File: config.mk
export PLATFORM = sky130hd
export DESIGN_NAME = ecdh_host_sequencer
export DESIGN_NICKNAME = d
export VERILOG_FILES = /design/src/rtl/crypto_ctrl_pkg.sv /design/src/rtl/seq_timeout_ctr.sv /design/src/rtl/ecdh_host_sequencer.sv
export SDC_FILE = /design/constraint.sdc
export NUM_CORES = 1
export LEC_CHECK = 0
export BUFFER_PORTS_ARGS = -buffer_cell sky130_fd_sc_hd__buf_2
export CAP_MARGIN = 25
export CORE_AREA = 2 2 87 73
export CTS_BUF_LIST = sky130_fd_sc_hd__clkbuf_16
export DETAILED_ROUTE_END_ITERATION = 10
export DIE_AREA = 0 0 89 75
export PLACE_DENSITY = 0.8
export SLEW_MARGIN = 20
export SYNTH_ARGS = -nofsm -noshare
export SYNTH_HDL_FRONTEND = slang
export SYNTH_SLANG_ARGS = --single-unit
export TNS_END_PERCENT = 100
File: constraint.sdc
create_clock -name clk -period 4.75 [get_ports clk]
set_input_delay 0.7125 -clock clk [delete_from_list [all_inputs] [get_ports clk]]
set_output_delay 0.7125 -clock clk [all_outputs]
set_load 0.05 [all_outputs]
File: src/rtl/crypto_ctrl_pkg.sv
// crypto_ctrl_pkg: shared command/phase/state types and defaults for the crypto controller host side
package crypto_ctrl_pkg;
  typedef enum logic [1:0] {OP_ECC1, OP_ECC2, OP_DES, OP_FULL} op_t;
  typedef enum logic [1:0] {PH_ECC1, PH_ECC2, PH_DES} phase_t;
  typedef enum logic [2:0] {IDLE, RUN_E1, RUN_E2, RUN_DES, GAP, FIN, ERR} state_t;
  localparam int unsigned TIMEOUT_DEF = 100000;
  localparam int unsigned GAP_DEF = 4;
  function automatic phase_t first_phase(op_t op);
    return op == OP_ECC2 ? PH_ECC2 : op == OP_DES ? PH_DES : PH_ECC1;
  endfunction
  function automatic phase_t next_phase(phase_t p);
    return p == PH_ECC1 ? PH_ECC2 : PH_DES;
  endfunction
  function automatic state_t run_state(phase_t p);
    return p == PH_ECC1 ? RUN_E1 : p == PH_ECC2 ? RUN_E2 : RUN_DES;
  endfunction
endpackage

File: src/rtl/seq_timeout_ctr.sv
// seq_timeout_ctr: per-phase watchdog, expires on the LIMIT-th enabled cycle; LIMIT=0 never expires
module seq_timeout_ctr #(
  parameter int unsigned W = 17,
  parameter int unsigned LIMIT = 100000
) (
  input  logic clk,
  input  logic n_rst,
  input  logic load,
  input  logic en,
  output logic expire
);
  logic [W-1:0] cnt;
  assign expire = LIMIT != 0 && en && cnt == W'(LIMIT - 1);
  always_ff @(posedge clk or negedge n_rst) begin
    if (!n_rst) cnt <= '0;
    else cnt <= load ? '0 : (en && !expire) ? cnt + W'(1) : cnt;
  end
endmodule

File: src/rtl/ecdh_host_sequencer.sv
// ecdh_host_sequencer: host initiator sequencing ECC1/ECC2/DES start-done handshakes with latency and error reporting
module ecdh_host_sequencer
  import crypto_ctrl_pkg::*;
#(
  parameter int unsigned TIMEOUT_CYCLES = TIMEOUT_DEF,
  parameter int unsigned GAP_CYCLES = GAP_DEF,
  parameter int unsigned CNT_W = 32
) (
  input  logic             clk,
  input  logic             n_rst,
  input  logic             cmd_valid,
  input  logic [1:0]       cmd_op,
  output logic             cmd_ready,
  input  logic             abort,
  output logic             ecc_start1,
  output logic             ecc_start2,
  output logic             des_start,
  input  logic             ecc1_done,
  input  logic             ecc2_done,
  input  logic             des_done,
  output logic             busy,
  output logic             op_done,
  output logic             err_timeout,
  output logic             err_spurious,
  output logic [1:0]       err_phase,
  output logic [CNT_W-1:0] latency
);
  localparam int unsigned TW = TIMEOUT_CYCLES > 0 ? $clog2(TIMEOUT_CYCLES + 1) : 1;
  localparam int unsigned GW = GAP_CYCLES > 1 ? $clog2(GAP_CYCLES) : 1;
  state_t state, state_n;
  op_t op_q;
  phase_t phase;
  logic [2:0] starts, starts_n, dones;
  logic [GW-1:0] gap_cnt;
  logic in_run, last, accept, gap_end, done_hit, spur, expire, abort_hit, to_err;
  assign dones = {des_done, ecc2_done, ecc1_done};
  assign {des_start, ecc_start2, ecc_start1} = starts;
  assign in_run = state inside {RUN_E1, RUN_E2, RUN_DES};
  assign last = op_q != OP_FULL || phase == PH_DES;
  assign accept = state == IDLE && cmd_valid;
  assign gap_end = gap_cnt == GW'(GAP_CYCLES - 1);
  // only the single high start can be matched; any other done is spurious
  assign done_hit = |(dones & starts);
  assign spur = |(dones & ~starts);
  assign abort_hit = abort && state != IDLE;
  assign to_err = in_run && state_n == ERR;
  assign cmd_ready = state == IDLE;
  assign busy = state != IDLE;
  assign op_done = state == FIN;
  seq_timeout_ctr #(.W(TW), .LIMIT(TIMEOUT_CYCLES)) u_tmo (
    .clk(clk), .n_rst(n_rst), .load(~|starts), .en(|starts), .expire(expire)
  );
  always_comb begin
    state_n = state;
    unique case (state)
      IDLE: state_n = cmd_valid ? run_state(first_phase(op_t'(cmd_op))) : IDLE;
      RUN_E1, RUN_E2, RUN_DES: state_n = abort ? IDLE : done_hit ? (last ? FIN : GAP) : expire ? ERR : state;
      GAP: state_n = abort ? IDLE : gap_end ? run_state(next_phase(phase)) : GAP;
      default: state_n = IDLE;
    endcase
    // start rises one cycle after RUN entry and drops on the edge that leaves RUN
    starts_n = (in_run && state_n == state) ? 3'b001 << phase : 3'b000;
  end
  always_ff @(posedge clk or negedge n_rst) begin
    if (!n_rst) begin
      state <= IDLE;
      op_q <= OP_ECC1;
      phase <= PH_ECC1;
      starts <= '0;
      gap_cnt <= '0;
      latency <= '0;
      err_timeout <= 1'b0;
      err_spurious <= 1'b0;
      err_phase <= '0;
    end else begin
      state <= state_n;
      starts <= starts_n;
      if (accept) begin
        op_q <= op_t'(cmd_op);
        phase <= first_phase(op_t'(cmd_op));
      end else if (state == GAP && gap_end && !abort) phase <= next_phase(phase);
      gap_cnt <= state == GAP ? gap_cnt + GW'(1) : '0;
      latency <= accept ? '0 : ((in_run || state == GAP) && ~&latency) ? latency + CNT_W'(1) : latency;
      err_timeout <= accept ? 1'b0 : err_timeout | to_err;
      err_spurious <= accept ? 1'b0 : err_spurious | spur;
      if (accept) err_phase <= '0;
      else if (abort_hit) err_phase <= state == GAP ? next_phase(phase) : phase;
      else if (to_err) err_phase <= phase;
    end
  end
endmodule

==> results.ini, run 1 <==
[outcome]
outcome = completed

[power]
p_leak_nw = 1.76
peakVddDrop_mv = 0.421
powerDensity_nw_per_um2 = 435
power_mw = 1.76

[global_route]
grt_pass1_wl_mm = 13.4
grt_overflow = 0
grt_use_total = 0.260
antenna_found_initial = 0
grt_pass1_vias = 2870
grt_max_degree = 66

[timing]
rsz0062_at_grt = no
worstMarginPinSlew_ns = 0.792
fmax_ghz = 0.433
timing.hold.ws_ns = 0.434
relSlewSlack = 0.472
finalSetupViolations = 0
skew_ns = 0.00361
fin_tns_setup_ns = 0
period_needed_ns = 2.31
fin_crit_sh = 0.486
drv_slew = 0
final_hold_viol_count = 0

[synth]
ys_top_cells_by_area = dfrtp_1 (47%), a21oi_1 (4.8%), o21ai_0 (4.5%)
synthTopCellsByCount = dfrtp_1 (65), a21oi_1 (33), o21ai_0 (31), nand2_1 (30), nor2_1 (28)
syn_nets = 387
synth.most_common_cell = dfrtp_1
async_reset_ff_frac = 1.00
netlist.top_cell.by_area = dfrtp_1
synth-seq-cells = 65
postSynthCellCount = 373
ys_warn_count = 0
synth_top_area_frac = 0.473
synth-edff-count = 0
syn_area_um2 = 3440
syn_area_per_cell_um2 = 9.21
seq_area_frac_synth = 0.473
synth_cell_type_count = 48
synth_top_flop_cell = dfrtp_1

[floorplanning]
chipHeight_um = 75
dieWidth_um = 89
start_util = 0.597
die_area_um2 = 6680
ios = 51
core_um2 = 5760
rows = 25

[cells_and_area]
fin_area_um2 = 4040
diodes = 0
layout-drive-gt1-share = 0.177
syn_to_final_growth_pct = 17.5
nNetsFinal = 439
final_core_util = 0.701

[routing]
wl_per_cell_um = 15.8
drc = 0
avgViaCountPerCell = 6.08
drt_iter0_markers = 147
drt_wl_total_mm = 8.05
ant_nets = 0
dr.pass1.iters = 4
vias = 3102

[clock_network]
clock_sinks = 65
cts_tree = done
clkTransAtPathRegs_ns = 0.05
post_cts_buffers = 0
clk_path_buf_depth = 2
numCtsBuffers = 9
cts_hold_buffers = 0
post_cts_resized = 0
clock_latency_ns = 0.32
root_buffer = clkbuf_16
cts_max_level = 3

[setup_path]
critPathRequiredTime_ns = 4.04
path_buf_inv = 2
criticalPathCategory = reg -> out
crit_fanout = 12
path_delay_family = flip-flops
start_kind = flop
end_kind = output pin
cpMaxStageDelayCell = dfrtp_1
worst_path_largest_cell_delay_ns = 0.49
cp_cell_sequence = or3_4, inv_4, buf_2
cp.arrival_ns = 1.60

[placed_design]
postPlaceCellArea_um2 = 3740
portBuffers = 50
place_hpwl_mm = 5.40
place.gp.congestion = 0.858

[flow_run]
maxCapViolations = 0

[worst_hold_path]
hp-class = reg -> reg

==> placed cells by master (no fill, tap or decap), types with 6 or more instances in the layout <==
| cell type | synthesis | layout |
|---|---|---|
| and3_1 | 11 | 11 |
| nand4_1 | 18 | 18 |
| o21ai_0 | 31 | 31 |
| nand3_1 | 16 | 16 |
| xor2_1 | 9 | 9 |
| xnor2_1 | 6 | 6 |
| dfrtp_1 | 65 | 65 |
| nand2_1 | 30 | 30 |
| nor2_1 | 28 | 28 |
| clkbuf_16 | 0 | 9 |
| nor3_1 | 10 | 10 |
| buf_2 | 4 | 50 |
| or3_1 | 23 | 23 |
| a21oi_1 | 33 | 33 |
| o31ai_1 | 6 | 6 |
| inv_1 | 10 | 10 |
==> sequential cells by signal, indices dropped and copies added (netlist names) <==
name and flops:
err_phase 2, err_spurious 1, err_timeout 1, gap_cnt 2, latency 32, op_q 2, phase 2, starts 3
state 3, u_tmo.cnt 17
==> area by class of cell <==
class                      count  area (um^2)
multi-input combinational    285         1710
clock buffer                   9          225
inverter                      11         43.8
tap                           81          101
clock inverter                 6         50.0
sequential                    65         1630
fill                         466         1720
timing repair buffer          53          277
==> final timing paths <==
kind	startpoint	end	slack [ns]	depth (start not counted)
max	state[2]	cmd_ready	2.44	3
min	gap_cnt[0]	gap_cnt[0]	0.43	1
max reg2reg	u_tmo.cnt[0]	u_tmo.cnt[16]	2.54	5
min reg2reg	gap_cnt[0]	gap_cnt[0]	0.43	1
max in group asynchronous	n_rst	err_phase[0]	3.68	2
min in group asynchronous	n_rst	latency[24]	0.56	2
==> power breakdown <==
part	leakage, nW	internal, mW	switching (mW)
clock	0.135	0.395	0.231
combinational	0.736	0.121	0.338
sequential	0.889	0.609	0.0630
total	1.76	1.12	0.632
==> cell families (layout without fill, tap and decap cells) <==
kind of cell,after synthesis,in the layout,synth area share
xor gates and xnor gates,15,15,0.0382
and+or+nand+nor,169,169,0.271
buffers and inverters,23,79,0.0306
DFF,65,65,0.473
AOI/OAI and AO/OA,93,93,0.160
muxes,3,3,0.00874
adders and majority gates,5,5,0.0182
==> per-stage QoR <==
| stage | std cells | setup slack [ns] |
|---|---|---|
| after floorplan | 373 | 2.25 |
| after global placement | 493 | 2.45 |
| after detailed placement | 494 | 2.32 |
| after CTS | 509 | 2.26 |
| after global routing | 510 | 2.31 |
| final | 510 | 2.44 |
==> per-layer routing <==
metal,part of all wire,up-vias,GRT usage
met5,0,-,0
met4,0.017,0,0.0862
met3,0.060,15,0.0680
met2,0.46,98,0.402
met1,0.46,1500,0.363
li1,-,1489,-
(Power assumes the default switching activity.)
==> run 2: changes to the inputs <==
Settings changed: CORE_AREA 2 2 87 73 to 2 2 95 79, DIE_AREA 0 0 89 75 to 0 0 97 81, PLACE_DENSITY 0.8 to 0.71.
Clock period 4.75 ns to 1.87 ns, I/O delays scaled along.
==> results.ini, run 2 (synthesis results as in run 1) <==
[outcome]
outcome = completed

[worst_hold_path]
hold_start = abort
hold_depth = 2  ; +1
hp-class = in -> reg
min_to = state[2]

[timing]
finalSetupViolations = 0  ; unchanged
fin_crit_sh = 0.987
rsz0062_at_grt = yes
worstMarginPinSlew_ns = 0.562  ; -0.230 ns
relSlewSlack = 0.625  ; +0.153
skew_ns = 0.00517  ; +0.00156 ns
fmax_ghz = 0.542
timing.hold.ws_ns = 0.227  ; -0.207 ns
drv_slew = 0  ; unchanged
final_hold_viol_count = 0  ; unchanged
period_needed_ns = 1.85
fin_tns_setup_ns = 0  ; unchanged

[cells_and_area]
layout.cells.most_common = buf_2
final_core_util = 0.654  ; -0.0474
diodes = 0  ; unchanged
largest_register_ffs = 32  ; unchanged
top_register = latency
syn_to_final_growth_pct = 34.0
reg.largest.list = latency (32), u_tmo.cnt (17)
n_fill_cell = 554  ; +19%
nNetsFinal = 481  ; +9.6%
final_cell_mix = buf_2 (49), dfrtp_1 (40), buf_4 (37), nand2_1 (30), a21oi_1 (30)
layout-drive-gt1-share = 0.350  ; +0.172

[placed_design]
portBuffers = 50  ; unchanged
place_hpwl_mm = 6.04  ; +12%
place.gp.congestion = 0.832  ; -3.0%

[floorplanning]
core_um2 = 7040  ; +22%
ios = 51  ; unchanged
die_area_um2 = 7860  ; +18%
dieWidth_um = 97  ; +9.0%
rows = 28  ; +12%
start_util = 0.488  ; -0.109
chipHeight_um = 81  ; +8.0%

[setup_path]
reg2reg_to = latency[6]
critPathRequiredTime_ns = 1.59  ; -2.45 ns
worstReg2RegStart = latency[0]
start_kind = flop
ff2ff_path_depth = 7  ; +2
end_kind = output pin
crit_fanout = 5  ; -7
criticalPathCategory = reg -> out
cp.arrival_ns = 1.57  ; -0.03 ns
r2r_setup_slack_ns = 0.03  ; -2.51 ns

[global_route]
grt_pass1_vias = 3006  ; +4.7%
grt_overflow = 0  ; unchanged
grt_max_degree = 26  ; -61%
grt_use_total = 0.222  ; -0.0377
grt_pass1_wl_mm = 14.1  ; +5.2%
antenna_found_initial = 0  ; unchanged

[clock_network]
clk_path_buf_depth = 2  ; unchanged
clkTransAtPathRegs_ns = 0.05  ; about the same
root_buffer = clkbuf_16
cts_tree = done
clock_sinks = 65  ; unchanged
cts_max_level = 3  ; unchanged
numCtsBuffers = 9  ; unchanged
clock_latency_ns = 0.33  ; about the same

[routing]
drt_wl_total_mm = 9.03  ; +12%
drc = 0  ; unchanged
avgViaCountPerCell = 5.84  ; -4.0%
vias = 3281  ; +5.8%
wl_per_cell_um = 16.1  ; +1.8%
ant_nets = 0  ; unchanged
dr.pass1.iters = 5  ; +1
drt_iter0_markers = 233  ; +59%

[power]
p_leak_nw = 1.98  ; +13%
powerDensity_nw_per_um2 = 1020  ; +130%
peakVddDrop_mv = 0.863  ; +110%

[flow_run]
maxCapViolations = 0  ; unchanged

[run 2: changes by cell type in the layout (fill, tap and decap cells not counted), moves of 3 or more]
cell     change
a21oi_1      -3
a21oi_2      +3
and4_1       -3
buf_4       +35
buf_6        +3
dfrtp_1     -25
dfrtp_2     +25
nor3_1       -3
o21ai_0      -3
[run 2: cell type report]
type                            count  area [um^2]  area share
Clock buffer                        9          225      0.0489
Tap cell                           90          113      0.0245
Clock inverter                      7         30.0     0.00652
Sequential cell                    65         1660       0.360
Inverter                           11         43.8     0.00951
Multi-Input combinational cell    286         1900       0.413
Timing Repair Buffer               94          633       0.137
[run 2: how the worst max path moves through the flow]
stage               depth (start not counted)  slack (ns)        start     endpoint
floorplan                                   6       0.003   latency[0]  latency[28]
detailed placement                          6        0.02  latency[24]   latency[9]
global route                                7       -0.09   latency[0]   latency[8]
CTS                                         6       -0.02  latency[24]   latency[2]
finish                                      4        0.02     state[0]    cmd_ready
global placement                            6        0.08     state[0]  latency[29]
[run 2: per-stage QoR]
step	cells	instance area, um^2	worst slack [ns]	power [mW]
floorplan	373	3490	0.00284	2.61
global placement	538	4090	0.0817	3.11
detailed placement	538	4090	0.0183	3.13
CTS	555	4360	-0.0217	4.61
global route	562	4600	-0.0859	4.90
finish	562	4600	0.0235	4.68
[run 2: where the power goes]
| group | internal (mW) | switching (mW) | leakage [nW] |
|---|---|---|---|
| clock | 0.867 | 0.585 | 0.124 |
| combinational | 0.528 | 0.999 | 1.01 |
| sequential | 1.55 | 0.148 | 0.848 |
[run 2: repair_timing]
item                       in CTS  in global routing
gates resized for setup         1                 42
pin swaps                       0                 16
hold endpoints to repair       21                  0
setup endpoints to repair       2                 41
cloned                          0                  2
hold buffers                    1                  0
setup buffers                   0                  6
[run 2: routing by layer]
| metal | up-vias | global-route usage | wire (um) |
|---|---|---|---|
| met1 | 1587 | 0.302 | 4020 |
| met5 | - | 0 | 0 |
| met4 | 0 | 0.0620 | 142 |
| met2 | 97 | 0.354 | 4280 |
| met3 | 19 | 0.0628 | 591 |
| li1 | 1578 | - | - |
[run 2: critical path: stages, from the launching register on]
cell	delay, ns
dfrtp_1	0.41
or3_4	0.43
inv_4	0.11
buf_6	0.14
buf_8	0.14
